File: src/rtl/gaussian_stream_ctrl_if.sv
// Stream-side signal bundle of gaussian_stream_ctrl: upstream FIFO, Gaussian core
// and the downstream read port of the output FIFO.
interface gaussian_stream_ctrl_if #(
  parameter int unsigned DATA_W     = 8,
  parameter int unsigned FIFO_DEPTH = 16
);
  localparam int unsigned CntW = $clog2(FIFO_DEPTH) + 1;

  logic              in_valid;
  logic [DATA_W-1:0] in_data;
  logic              in_rd_en;
  logic [DATA_W-1:0] flt_din;
  logic              flt_en;
  logic [DATA_W-1:0] flt_dout;
  logic              out_rd_en;
  logic [DATA_W-1:0] out_data;
  logic              out_valid;
  logic              out_empty;
  logic [CntW-1:0]   out_count;
  logic              frame_done;

  // Environment side: upstream FIFO, Gaussian core and downstream consumer.
  modport master (
    output in_valid, in_data, flt_dout, out_rd_en,
    input  in_rd_en, flt_din, flt_en, out_data, out_valid, out_empty, out_count, frame_done
  );

  // Controller side.
  modport slave (
    input  in_valid, in_data, flt_dout, out_rd_en,
    output in_rd_en, flt_din, flt_en, out_data, out_valid, out_empty, out_count, frame_done
  );
endinterface

File: src/rtl/gaussian_stream_ctrl.sv
// Feeds a shift-register Gaussian core with row-padded pixels, drops its warm-up outputs,
// drains it at end of frame and buffers results in an output FIFO with back-pressure.
module gaussian_stream_ctrl #(
  parameter int unsigned DATA_W     = 8,
  parameter int unsigned IMG_W      = 400,
  parameter int unsigned IMG_H      = 300,
  parameter int unsigned PAD_W      = 2,
  parameter int unsigned WARMUP     = 799,
  parameter int unsigned FIFO_DEPTH = 16
) (
  input logic                  clk,
  input logic                  rst_n,
  gaussian_stream_ctrl_if.slave bus
);

  localparam int unsigned ColW  = (IMG_W > 1) ? $clog2(IMG_W) : 1;
  localparam int unsigned RowW  = (IMG_H > 1) ? $clog2(IMG_H) : 1;
  localparam int unsigned PadW  = (PAD_W > 1) ? $clog2(PAD_W) : 1;
  localparam int unsigned FlW   = (WARMUP > 1) ? $clog2(WARMUP) : 1;
  localparam int unsigned WarmW = $clog2(WARMUP + 1);
  localparam int unsigned AddrW = $clog2(FIFO_DEPTH);
  localparam int unsigned CntW  = AddrW + 1;

  localparam logic [ColW-1:0]  ColLast = ColW'(IMG_W - 1);
  localparam logic [RowW-1:0]  RowLast = RowW'(IMG_H - 1);
  localparam logic [PadW-1:0]  PadLast = PadW'((PAD_W > 0) ? PAD_W - 1 : 0);
  localparam logic [FlW-1:0]   FlLast  = FlW'(WARMUP - 1);
  localparam logic [WarmW-1:0] WarmMax = WarmW'(WARMUP);
  localparam logic [CntW-1:0]  CntFull = CntW'(FIFO_DEPTH);

  typedef enum logic [1:0] {StRun, StPad, StFlush, StDone} state_e;

  state_e           state_q, state_d;
  logic [ColW-1:0]  col_q, col_d;
  logic [RowW-1:0]  row_q, row_d;
  logic [PadW-1:0]  pad_q, pad_d;
  logic [FlW-1:0]   fl_q, fl_d;
  logic [WarmW-1:0] warm_q, warm_d;

  logic [DATA_W-1:0] mem [FIFO_DEPTH];
  logic [AddrW-1:0]  wr_ptr_q, rd_ptr_q;
  logic [CntW-1:0]   cnt_q, cnt_d;
  logic [DATA_W-1:0] out_data_q;
  logic              out_valid_q;

  logic warm, full, stall, adv, fifo_wr, fifo_rd;

  // Stall only looks at the registered count, so out_rd_en never reaches flt_en/in_rd_en.
  always_comb begin
    warm  = (warm_q == WarmMax);
    full  = (cnt_q == CntFull);
    stall = warm & full;
    adv   = 1'b0;
    unique case (state_q)
      StRun:          adv = bus.in_valid & ~stall;
      StPad, StFlush: adv = ~stall;
      default:        adv = 1'b0;
    endcase
    adv     = adv & rst_n;
    fifo_wr = adv & warm;
    fifo_rd = bus.out_rd_en & (cnt_q != '0);
  end

  assign bus.flt_en     = adv;
  assign bus.in_rd_en   = adv & (state_q == StRun);
  assign bus.flt_din    = (rst_n && state_q == StRun) ? bus.in_data : '0;
  assign bus.frame_done = (state_q == StDone);
  assign bus.out_data   = out_data_q;
  assign bus.out_valid  = out_valid_q;
  assign bus.out_empty  = (cnt_q == '0);
  assign bus.out_count  = cnt_q;

  always_comb begin
    state_d = state_q;
    col_d   = col_q;
    row_d   = row_q;
    pad_d   = pad_q;
    fl_d    = fl_q;
    warm_d  = warm_q;
    if (adv && !warm) warm_d = warm_q + 1'b1;
    unique case (state_q)
      StRun: begin
        if (adv) begin
          if (col_q == ColLast) begin
            col_d = '0;
            if (PAD_W > 0) begin
              state_d = StPad;
            end else if (row_q == RowLast) begin
              state_d = StFlush;
            end else begin
              row_d = row_q + 1'b1;
            end
          end else begin
            col_d = col_q + 1'b1;
          end
        end
      end
      StPad: begin
        if (adv) begin
          if (pad_q == PadLast) begin
            pad_d = '0;
            if (row_q == RowLast) begin
              state_d = StFlush;
            end else begin
              state_d = StRun;
              row_d   = row_q + 1'b1;
            end
          end else begin
            pad_d = pad_q + 1'b1;
          end
        end
      end
      StFlush: begin
        if (adv) begin
          if (fl_q == FlLast) state_d = StDone;
          else                fl_d    = fl_q + 1'b1;
        end
      end
      StDone: begin
        // Frame boundary: the next frame warms the core up again; FIFO data survives.
        state_d = StRun;
        col_d   = '0;
        row_d   = '0;
        pad_d   = '0;
        fl_d    = '0;
        warm_d  = '0;
      end
      default: state_d = StRun;
    endcase
  end

  always_ff @(posedge clk or negedge rst_n) begin
    if (!rst_n) begin
      state_q <= StRun;
      col_q   <= '0;
      row_q   <= '0;
      pad_q   <= '0;
      fl_q    <= '0;
      warm_q  <= '0;
    end else begin
      state_q <= state_d;
      col_q   <= col_d;
      row_q   <= row_d;
      pad_q   <= pad_d;
      fl_q    <= fl_d;
      warm_q  <= warm_d;
    end
  end

  always_comb begin
    cnt_d = cnt_q;
    unique case ({fifo_wr, fifo_rd})
      2'b10:   cnt_d = cnt_q + 1'b1;
      2'b01:   cnt_d = cnt_q - 1'b1;
      default: cnt_d = cnt_q;
    endcase
  end

  // Storage needs no reset; emptiness is tracked by the pointers and count.
  always_ff @(posedge clk) begin
    if (fifo_wr) mem[wr_ptr_q] <= bus.flt_dout;
  end

  always_ff @(posedge clk or negedge rst_n) begin
    if (!rst_n) begin
      wr_ptr_q    <= '0;
      rd_ptr_q    <= '0;
      cnt_q       <= '0;
      out_data_q  <= '0;
      out_valid_q <= 1'b0;
    end else begin
      cnt_q       <= cnt_d;
      out_valid_q <= fifo_rd;
      if (fifo_wr) wr_ptr_q <= wr_ptr_q + 1'b1;
      if (fifo_rd) begin
        rd_ptr_q   <= rd_ptr_q + 1'b1;
        out_data_q <= mem[rd_ptr_q];
      end
    end
  end

endmodule
File: src/flat_wrapper.sv
// flat-port wrapper written by rule: the top's interface ports become plain ports
module gaussian_stream_ctrl_flat 
#(
  parameter int unsigned DATA_W     = 8,
  parameter int unsigned IMG_W      = 400,
  parameter int unsigned IMG_H      = 300,
  parameter int unsigned PAD_W      = 2,
  parameter int unsigned WARMUP     = 799,
  parameter int unsigned FIFO_DEPTH = 16
)
  (clk, rst_n, bus_in_valid, bus_in_data, bus_flt_dout, bus_out_rd_en, bus_in_rd_en, bus_flt_din, bus_flt_en, bus_out_data, bus_out_valid, bus_out_empty, bus_out_count, bus_frame_done);
  gaussian_stream_ctrl_if #(.DATA_W(DATA_W), .FIFO_DEPTH(FIFO_DEPTH)) bus_i ();
  input logic clk;
  input logic rst_n;
  input wire logic [$bits(bus_i.in_valid)-1:0] bus_in_valid;
  input wire logic [$bits(bus_i.in_data)-1:0] bus_in_data;
  input wire logic [$bits(bus_i.flt_dout)-1:0] bus_flt_dout;
  input wire logic [$bits(bus_i.out_rd_en)-1:0] bus_out_rd_en;
  output wire logic [$bits(bus_i.in_rd_en)-1:0] bus_in_rd_en;
  output wire logic [$bits(bus_i.flt_din)-1:0] bus_flt_din;
  output wire logic [$bits(bus_i.flt_en)-1:0] bus_flt_en;
  output wire logic [$bits(bus_i.out_data)-1:0] bus_out_data;
  output wire logic [$bits(bus_i.out_valid)-1:0] bus_out_valid;
  output wire logic [$bits(bus_i.out_empty)-1:0] bus_out_empty;
  output wire logic [$bits(bus_i.out_count)-1:0] bus_out_count;
  output wire logic [$bits(bus_i.frame_done)-1:0] bus_frame_done;
  assign bus_i.in_valid = bus_in_valid;
  assign bus_i.in_data = bus_in_data;
  assign bus_i.flt_dout = bus_flt_dout;
  assign bus_i.out_rd_en = bus_out_rd_en;
  assign bus_in_rd_en = bus_i.in_rd_en;
  assign bus_flt_din = bus_i.flt_din;
  assign bus_flt_en = bus_i.flt_en;
  assign bus_out_data = bus_i.out_data;
  assign bus_out_valid = bus_i.out_valid;
  assign bus_out_empty = bus_i.out_empty;
  assign bus_out_count = bus_i.out_count;
  assign bus_frame_done = bus_i.frame_done;
  gaussian_stream_ctrl #(.DATA_W(DATA_W), .IMG_W(IMG_W), .IMG_H(IMG_H), .PAD_W(PAD_W), .WARMUP(WARMUP), .FIFO_DEPTH(FIFO_DEPTH)) u_core (.clk(clk), .rst_n(rst_n), .bus(bus_i));
endmodule
File: config.mk
export PLATFORM = sky130hd
export DESIGN_NAME = gaussian_stream_ctrl_flat
export DESIGN_NICKNAME = d
export VERILOG_FILES = /design/src/rtl/gaussian_stream_ctrl_if.sv /design/src/rtl/gaussian_stream_ctrl.sv /design/src/flat_wrapper.sv
export SDC_FILE = /design/constraint.sdc
export NUM_CORES = 1
export LEC_CHECK = 0
export ABC_AREA = 0
export CORE_MARGIN = 8
export CORE_UTILIZATION = 40
export CTS_CLUSTER_SIZE = 16
export DETAILED_ROUTE_END_ITERATION = 12
export GPL_TIMING_DRIVEN = 1
export PLACE_DENSITY_LB_ADDON = 0.05
export SYNTH_ARGS = -nofsm -noshare
export SYNTH_HDL_FRONTEND = slang
export SYNTH_SLANG_ARGS = --single-unit
File: constraint.sdc
create_clock -name clk -period 4.55 [get_ports clk]
set_input_delay 0.91 -clock clk [delete_from_list [all_inputs] [get_ports clk]]
set_output_delay 0.91 -clock clk [all_outputs]
set_load 0.01 [all_outputs]
* Word level (Yosys, flattened, before mapping)
Memories as Yosys holds them, arrays and structs flattened. A register that Yosys moved wholly into a read port is not among the register bits. Index checks and enable logic that the tools add are counted.
Storage, ports and cells: register bits after elaboration 55, bits in writable memories 128, input bits 20, output and inout port bits 26, logic and storage cells 91, memories 1
Memory list:
- u_core.mem | depth 16, width 8, rd ports 1, clocked after Yosys merged registers in 1, wr ports 1, line gaussian_stream_ctrl.sv:40 | logic [DATA_W-1:0] mem [FIFO_DEPTH];
Cells by class: add/sub/neg operators 9, equality and inequality tests 18, muxes and demuxes 28, bitwise gates (word level) 7, reduce and logical (&&, ||, !) cells 18
Operators by type and width (number):
- 9-bit 2-to-1 mux | 5
- 10-bit 2-to-1 mux | 4
- 9-bit one-hot mux with 2 select lines | 2
- 10-bit by 1-bit adder with 10-bit output, second input constant | 2
- 10-bit equality test, second input constant | 2
- 10-bit one-hot mux with 2 select lines | 1
- 9-bit by 1-bit adder with 9-bit output, second input constant | 2
- 9-bit equality test, second input constant | 2
- 2-bit 2-to-1 mux | 7
- 2-bit by 1-bit != test with 1-bit output, second input constant | 5
- 5-bit one-hot mux with 2 select lines | 1
- 2-bit nonzero test | 5
- 4-bit by 1-bit adder with 4-bit output, second input constant | 2
- 8-bit 2-to-1 mux | 1
- 2-bit one-hot mux with 4 select lines | 1
- 1-bit bitwise AND | 6
- 2-bit equality test, second input constant | 3
- 2-bit != test, second input constant | 3
- 6-bit AND reduction | 1
- 5-bit by 1-bit adder with 5-bit output, second input constant | 1
- 5-bit equality test, second input constant | 1
- 5-bit logical NOT | 1
- 5-bit nonzero test | 1
- 5-bit by 1-bit subtractor with 5-bit output, second input constant | 1
- 12 further kinds | 20

* Logic depth before layout (Yosys ltp)
Gate-level depths: netlist of run 1.
depth after elaboration 9, depth in mapped cells 15, depth with buffers taken out 14

* Worst setup path after synthesis of run 1
OpenSTA, ideal clock, no wires.
path type input to register, start point input port bus_in_valid, end point register u_core.cnt_q[4], in the netlist u_core.bus.out_count[4], arrival time 3.029 ns, data required time 4.471 ns, path slack 1.441 ns, stages on the path 11, buffers on the path 0, path through a21oi_2 nand3b_1 a211oi_2 inv_2 ha_1 ha_1 nor2b_1 o21ai_0 a21oi_1 nor3_1 xor2_1
Between the ends: word-level cells in the longest chain between the ends 6, elaborated cells on any way between the ends 8, classes of those cells 2 x eq/ne; 2 x mux; 3 x bitwise; 1 x reduce/logical
Ends and longest elaborated chain:
- start: declaration | line flat_wrapper.sv:15 | input wire logic [$bits(bus_i.in_valid)-1:0] bus_in_valid;
- 1-bit bitwise AND * | line gaussian_stream_ctrl.sv:55 | StRun: adv = bus.in_valid & ~stall;
- 1-bit one-hot mux with 2 select lines * | line gaussian_stream_ctrl.sv:54 | unique case (state_q)
- 1-bit bitwise AND * | line gaussian_stream_ctrl.sv:59 | adv = adv & rst_n;
- 1-bit bitwise AND * | line gaussian_stream_ctrl.sv:60 | fifo_wr = adv & warm;
- 2-bit by 1-bit equality test with 1-bit output or 2-bit equality test (tied branches) | line gaussian_stream_ctrl.sv:152 | unique case ({fifo_wr, fifo_rd})
- 5-bit one-hot mux with 2 select lines or 2-bit nonzero test (tied branches)
- end signal: assignment | line gaussian_stream_ctrl.sv:172 | cnt_q <= cnt_d;
- end: declaration | line gaussian_stream_ctrl.sv:42 | logic [CntW-1:0] cnt_q, cnt_d;
Mark *: on every way between the ends. The rest lies on a longest branch, timed or not. A chain may end at the register's enable or synchronous reset.

* Final worst setup path of run 1
start point register u_core.state_q[0], end point output port bus_flt_en
Between the ends: word-level cells in the longest chain between the ends 4, elaborated cells on any way between the ends 6, classes of those cells 2 x eq/ne; 1 x mux; 1 x bitwise; 2 x reduce/logical
Ends and longest elaborated chain:
- start: declaration | line gaussian_stream_ctrl.sv:33 | state_e state_q, state_d;
- start signal: assignment | line gaussian_stream_ctrl.sv:134 | state_q <= StRun;
- start signal: assignment | line gaussian_stream_ctrl.sv:141 | state_q <= state_d;
- 2-bit by 1-bit equality test with 1-bit output or 2-bit equality test (tied branches) | line gaussian_stream_ctrl.sv:54
- 2-bit OR reduction | line gaussian_stream_ctrl.sv:54
- 1-bit one-hot mux with 2 select lines * | line gaussian_stream_ctrl.sv:54
- 1-bit bitwise AND * | line gaussian_stream_ctrl.sv:59
- end: declaration | line flat_wrapper.sv:21 | output wire logic [$bits(bus_i.flt_en)-1:0] bus_flt_en;
Marked as above.

==> summary.md, run 1 <==
| Metric | Value |
|---|---|
| Outcome | complete, no violations |
| Peak VDD IR | 0.276 mV |
| Post-route ant nets | 0 |
| Layout cells sized above 1 | 18.4% |
| Final setup TNS | 0 ns |
| Clock root buffer | clkbuf_16 |
| Synth warn | 0 |
| Worst Path Required | 3.64 ns |
| Relative slew slack | 43.6% |
| Initial DRC Count | 297 |
| 1st-pass router iterations | 5 |
| Hold Buf Count CTS | 0 |
| CP Cell Sequence | inv_1, ha_1, buf_4, a21oi_2, nor3b_4, buf_4, nand2_1, inv_2, clkdlybuf4s50_1 |
| WP data arrival | 2.70 ns |
| All-Layer GR Usage | between 10% and 20% |
| Postcts setup bufs | 0 |
| I/O Pins | 46 |
| Count leader, synth | edfxtp_1 |
| WL per Instance | around 20 um |
| First-pass GRT wire length | 29.8 mm |
| Cell Area, Synth | between 0.008 and 0.009 mm^2 |
| Drc violations | 0 |
| Crit path launch | u_core.state_q[0]$_DFFE_PN0P_ |
| Reg-to-reg endpoint | u_core.bus.out_count[4]$_DFFE_PN0P_ |
| Worst hold path type | in -> async |
| Crit path max-delay family | buffers and inverters |
| Max stage delay on crit path | 0.55 ns |
| Worst path depth | 9 |
| Pwr dens | 539 mW/mm^2 |
| Clock slew at reported path FFs | 0.08 ns |
| CTS tree | yes |
| Worst-Margin Slew | approximately 0.85 ns |
| Tcrit/Tclk final | 79.2% |
| Core region area | 0.0210 mm^2 |
| Antenna diodes | 0 |
| Die span in y | 162 um |
| Synth Instances | 584 |
| Initial antenna violation count | 0 |
| Top cells by area, synth | edfxtp_1, dfrtp_1, mux4_2, ha_1, nand2_1 |
| Synth cell types | 60 |
| Via count of the routed design | 5,089 |
| Final setup violating endpoints | 0 |
| Post-synth top area cell | edfxtp_1 |
| Seq cells post-synth | 191 |
| Total of max-cap violations | 0 |
| Nets | about 680 |
| R2R cell count | 15 |
| Sequential fraction of the synthesis area | 63.3% |
| Leak | 3.65 nW |
| Most instantiated cells after synthesis | edfxtp_1, dfrtp_1, nand2_1, mux4_2, o21ai_0 |
| Synth top area share | about 45% |
| Die ar. | 0.0263 mm^2 |
| CP Capture Point | bus_flt_en |
| Die width | ~160 um |
| Clock skew | 0.0162 ns |
| Critical path buffer and inverter count | 5 |
| Vias in the first global route | 5,216 |
| Gr ovfl total | 0 |
| Post-synth EDFFs | around 130 |
| TritonCTS buffer count | 17 |
| Rows | 53 |
| CTS max path bufs | 2 |
| Clock sink total | between 150 and 200 |
| Critical Path Fanout Max | 27 |
| Critical R2R Launch | u_core.state_q[0]$_DFFE_PN0P_ |
| R2r setup slk | between 1 and 1.5 ns |
| Gpl congestion | a little under 0.8 |
| Final worst path period need | ~3.6 ns |
| Max Fclk | between 200 and 300 MHz |
| Avg Inst Size Synth | around 15 um^2 |
| Via/cell ratio | 5.45 |
| Largest net degree at the start of global routing | 28 |
| # port buffers | 45 |
| Crit Path Class | reg -> out |
| DPL Wire Length | about 13 mm |
| Most used DFF post-synth | edfxtp_1 |
| Area growth syn-to-layout | 17.4% |
| H-tree levels | 4 |
| Final Hold Viols | 0 |
| Cts repair resizes | 0 |
| RSZ-0062 raised after global routing | no |
| Most used cell along the critical path | buf_4 |
| Overall Power | 5.42 mW |
| Crit start category | flop |
| Final Slew Violations | 0 |
| Clock Latency Late Sink | between 0.4 and 0.5 ns |
| Final wirelength | 18.4 mm |
| Initial Utilization | 40.7% |
| Worst Setup End Kind | primary output |
| Slowest CP cell | clkdlybuf4s50_1 |
| Post-synthesis async set-or-reset flop share | 33.0% |
| Syn_nets | 623 |
==> layout by cell type (no fill, tap or decap), types with 5 or more instances in the layout <==
master             n
edfxtp_1         128
dfrtp_1           62
nand2_1           53
clkdlybuf4s50_1   44
mux4_2            40
o21ai_0           26
nor2_1            24
buf_4             24
inv_1             21
and3_1            18
ha_1              18
nand3_1           17
a21oi_1           17
clkbuf_16         17
xnor2_1           13
nor3_1            10
or3_1             10
nand4_1            9
a32o_1             7
o31ai_1            7
nor4_1             6
xor2_1             6
clkinv_8           6
inv_12             6
or4_1              5
mux2i_1            5
==> area by class of cell <==
class,count,area [um^2]
clock buffers,17,425
clock inverters,15,224
fillers,1815,11000
inverters,23,86.3
multi-input cells,343,2930
flip-flops and latches,191,5420
well taps,275,344
repair buffers,69,626
==> sequential cells by signal, summed over array words and instances (netlist names), 4 cells and up, named ones only <==
signal and cells:
u_core.rd_ptr_q 4, u_core.bus.out_data 8, u_core.bus.out_count 5, u_core.warm_q 10, u_core.fl_q 10, u_core.mem 128, u_core.col_q 9, u_core.wr_ptr_q 4
u_core.row_q 9
==> power by group <==
| part | switching, mW | internal, mW |
|---|---|---|
| registers | 0.295 | 2.02 |
| logic | 0.715 | 0.816 |
| clock network | 0.788 | 0.779 |
| total | 1.80 | 3.62 |
==> worst min path at each step <==
| stage | from | endpoint | slack [ns] | depth (start not counted) |
|---|---|---|---|---|
| after global placement | u_core.fl_q[8]$_DFFE_PN0P_ | u_core.fl_q[8]$_DFFE_PN0P_ | 0.50 | 1 |
| after global routing | rst_n | u_core.warm_q[2]$_DFFE_PN0P_ | 0.46 | 1 |
| after detailed placement | u_core.bus.out_data[1]$_DFFE_PN0P_ | u_core.bus.out_data[1]$_DFFE_PN0P_ | 0.50 | 2 |
| final | rst_n | u_core.warm_q[2]$_DFFE_PN0P_ | 0.44 | 1 |
| after CTS | rst_n | u_core.warm_q[2]$_DFFE_PN0P_ | 0.43 | 1 |
| after floorplan | u_core.fl_q[8]$_DFFE_PN0P_ | u_core.fl_q[8]$_DFFE_PN0P_ | 0.47 | 1 |
==> stage by stage <==
stage / hold WS, ns / utilization [%] / setup WS (ns) / instance area (um^2) / cells
after floorplan: 0.473 / - / 1.44 / 8560 / 584
after global placement: 0.498 / 44.8 / 0.822 / 9410 / 901
after detailed placement: 0.500 / 44.8 / 0.805 / 9410 / 901
after CTS: 0.434 / 47.8 / 0.889 / 10100 / 933
after global routing: 0.460 / 47.8 / 0.727 / 10100 / 933
final: 0.438 / 47.8 / 0.945 / 10100 / 933
==> routing by layer <==
layer	track usage (%)	up-vias	routed length [um]
li1	-	2384	-
met1	18.8	2595	7980
met2	24.8	96	9500
met3	2.99	14	655
met4	4.63	0	219
met5	0	-	0
==> cells by family after synthesis <==
group                      share of synthesized area (%)
AOI/OAI and AO/OA                                   5.93
xor gates and xnor gates                            1.94
adders and majority gates                           2.86
buffers and inverters                               2.72
DFF                                                 63.3
muxes                                               11.5
and+or+nand+nor                                     11.8
(Power assumes the default switching activity.)
==> run 2, diff against run 1 <==
==> constraint.sdc (replaced) <==
create_clock -name clk -period 3.41 [get_ports clk]
set_input_delay 0.682 -clock clk [delete_from_list [all_inputs] [get_ports clk]]
set_output_delay 0.682 -clock clk [all_outputs]
set_load 0.01 [all_outputs]
==> run 2 against run 1 <==
Clock-buffer cell count did not move; hold slack got worse by 0.18 ns; die area did not move; final cell count rose by 0.54%; sequential power rose by 31%; via count rose by 0.51%; setup slack got worse by 0.58 ns; final area rose by 0.11%; critical path depth fell by 4; largest cell class unchanged.
==> summary.md, run 2 (same netlist as run 1, synthesis figures left out) <==
| Metric | Value |
|---|---|
| Final Slew Violations | 0 |
| Initial Utilization | 40.7% |
| Top Registers | u_core.mem: 128 flops, u_core.fl_q: 10 flops, u_core.warm_q: 10 flops |
| Postcts setup bufs | 0 |
| DPL Wire Length | 12.7 mm |
| Peak VDD IR | 0.340 mV |
| Met1 wire length | 7.98 mm |
| Gr ovfl total | 0 |
| Biggest register | u_core.mem |
| Overall Power | 7.13 mW |
| Worst hold path type | in -> async |
| Leak | ~3.7 nW |
| Clock sink total | ~190 |
| All-Layer GR Usage | 14.5% |
| Final setup TNS | 0 ns |
| Post-route non-filler standard cell count | 938 |
| Cts repair resizes | 0 |
| Die width | 162 um |
| Vias in the first global route | 5,391 |
| Drc violations | 0 |
| Worst slack, placed | 0.0798 ns |
| Fin Hold WS | 0.258 ns |
| Initial antenna violation count | 0 |
| Area of the multi-input gates | 0.00293 mm^2 |
| Clock Latency Late Sink | between 0.4 and 0.5 ns |
| Largest net degree at the start of global routing | 36 |
| Initial DRC Count | a little under 300 |
| Rows | between 50 and 60 |
| Largest register FFs | ~130 |
| H-tree levels | 4 |
| Wire length on met2 | just over 9 mm |
| TritonCTS buffer count | 17 |
| Worst-Margin Slew | around 0.65 ns |
| 1st-pass router iterations | 4 |
| Final wirelength | 18.0 mm |
| Layout cells sized above 1 | around a fifth |
| Via/cell ratio | 5.45 |
| Area growth syn-to-layout | 17.6% |
| Outcome | complete, no violations |
| Commonest cells after routing, fill and taps aside | edfxtp_1, dfrtp_1, nand2_1 |
| Crit Path Class | reg -> out |
| Relative slew slack | 56.5% |
| Core region area | 0.0210 mm^2 |
| Worst Setup Slack, final | 0.366 ns |
| Clock root buffer | clkbuf_16 |
| Tcrit/Tclk final | 89.3% |
| Highest routed layer | met4 |
| First-pass GRT wire length | 29.7 mm |
| Pwr dens | between 700 and 800 mW/mm^2 |
| Placed Cells | 906 |
| # port buffers | 45 |
| WP data arrival | 2.36 ns |
| CTS tree | yes |
| Die ar. | 0.0263 mm^2 |
| Most common cell after layout, fill and taps aside | edfxtp_1 |
| Post-layout util | 47.9% |
| Via count of the routed design | 5,115 |
| # fillers | 1,801 |
| Die span in y | 162 um |
| Gpl congestion | 0.771 |
| Clock slew at reported path FFs | 0.08 ns |
| Antenna diodes | 0 |
| Worst Setup End Kind | primary output |
| I/O Pins | 46 |
| Final worst path period need | 3.04 ns |
| Critical Path Fanout Max | 9 |
| Worst Path Required | 2.73 ns |
| Crit start category | flop |
| Storage element area | 0.00542 mm^2 |
| Total of max-cap violations | 0 |
| Max Fclk | 328 MHz |
| Clock skew | 0.0135 ns |
| WL per Instance | 19.2 um |
| Nets | 689 |
| Met3 WL | 647 um |
| DP Area | 0.00946 mm^2 |
| Post-route ant nets | 0 |
| Finished Cell Area | 0.0101 mm^2 |
| RSZ-0062 raised after global routing | no |
| Final setup violating endpoints | 0 |
| Hold Buf Count CTS | 0 |
| Final Hold Viols | 0 |
| CTS max path bufs | 2 |
-- run 2: cell type report --
class / instances / share of cell area [%]
clock inverters: 15 / 1.84
well taps: 275 / 3.42
inverters: 23 / 0.857
clock buffers: 17 / 4.23
repair buffers: 74 / 6.71
flip-flops and latches: 191 / 53.8
multi-input cells: 343 / 29.1
-- run 2: critical path, stage by stage, from the launching register on --
cell and delay, ns:
dfrtp_1 0.47, nor4_4 0.42, nand4_4 0.26, nand2_1 0.20, inv_2 0.10, clkdlybuf4s50_1 0.49
-- run 2: report_power, final --
group | total (mW) | leakage, nW | internal (mW) | switching, mW
Clock | 2.00 | 0.298 | 1.00 | 0.994
Combinational | 2.10 | 1.44 | 1.11 | 0.984
Sequential | 3.04 | 1.93 | 2.70 | 0.336
Total | 7.13 | 3.67 | 4.82 | 2.31
-- run 2: final timing paths --
check	startpoint	end	slack [ns]	depth (start not counted)
worst max-delay path	u_core.bus.out_count[0]$_DFFE_PN0P_	bus_flt_en	0.37	5
worst min-delay path	rst_n	u_core.col_q[1]$_DFFE_PN0P_	0.26	2
worst max register to register	u_core.state_q[0]$_DFFE_PN0P_	u_core.bus.out_count[4]$_DFFE_PN0P_	0.47	13
worst min register to register	u_core.bus.out_data[0]$_DFFE_PN0P_	u_core.bus.out_data[0]$_DFFE_PN0P_	0.49	2
max in group asynchronous	rst_n	u_core.rd_ptr_q[0]$_DFFE_PN0P_	2.75	2
min in group clk	u_core.bus.out_data[0]$_DFFE_PN0P_	u_core.bus.out_data[0]$_DFFE_PN0P_	0.49	2
-- run 2: routing by layer --
layer  vias to the layer above  global-route usage [%]
met1                      2625                    17.9
met5                         -                       0
met4                         0                    4.76
li1                       2386                       -
met3                        15                    3.16
met2                        89                    24.9
==> run 3, diff against run 2 <==
--- a/config.mk
+++ b/config.mk
@@ -8,6 +8,7 @@
 export ABC_AREA = 0
 export CORE_MARGIN = 8
 export CORE_UTILIZATION = 40
+export CTS_CLUSTER_DIAMETER = 60
 export CTS_CLUSTER_SIZE = 16
 export DETAILED_ROUTE_END_ITERATION = 12
 export GPL_TIMING_DRIVEN = 1
==> results of run 3 <==
No change in the layout: final DEF, timing and power equal those of run 2.
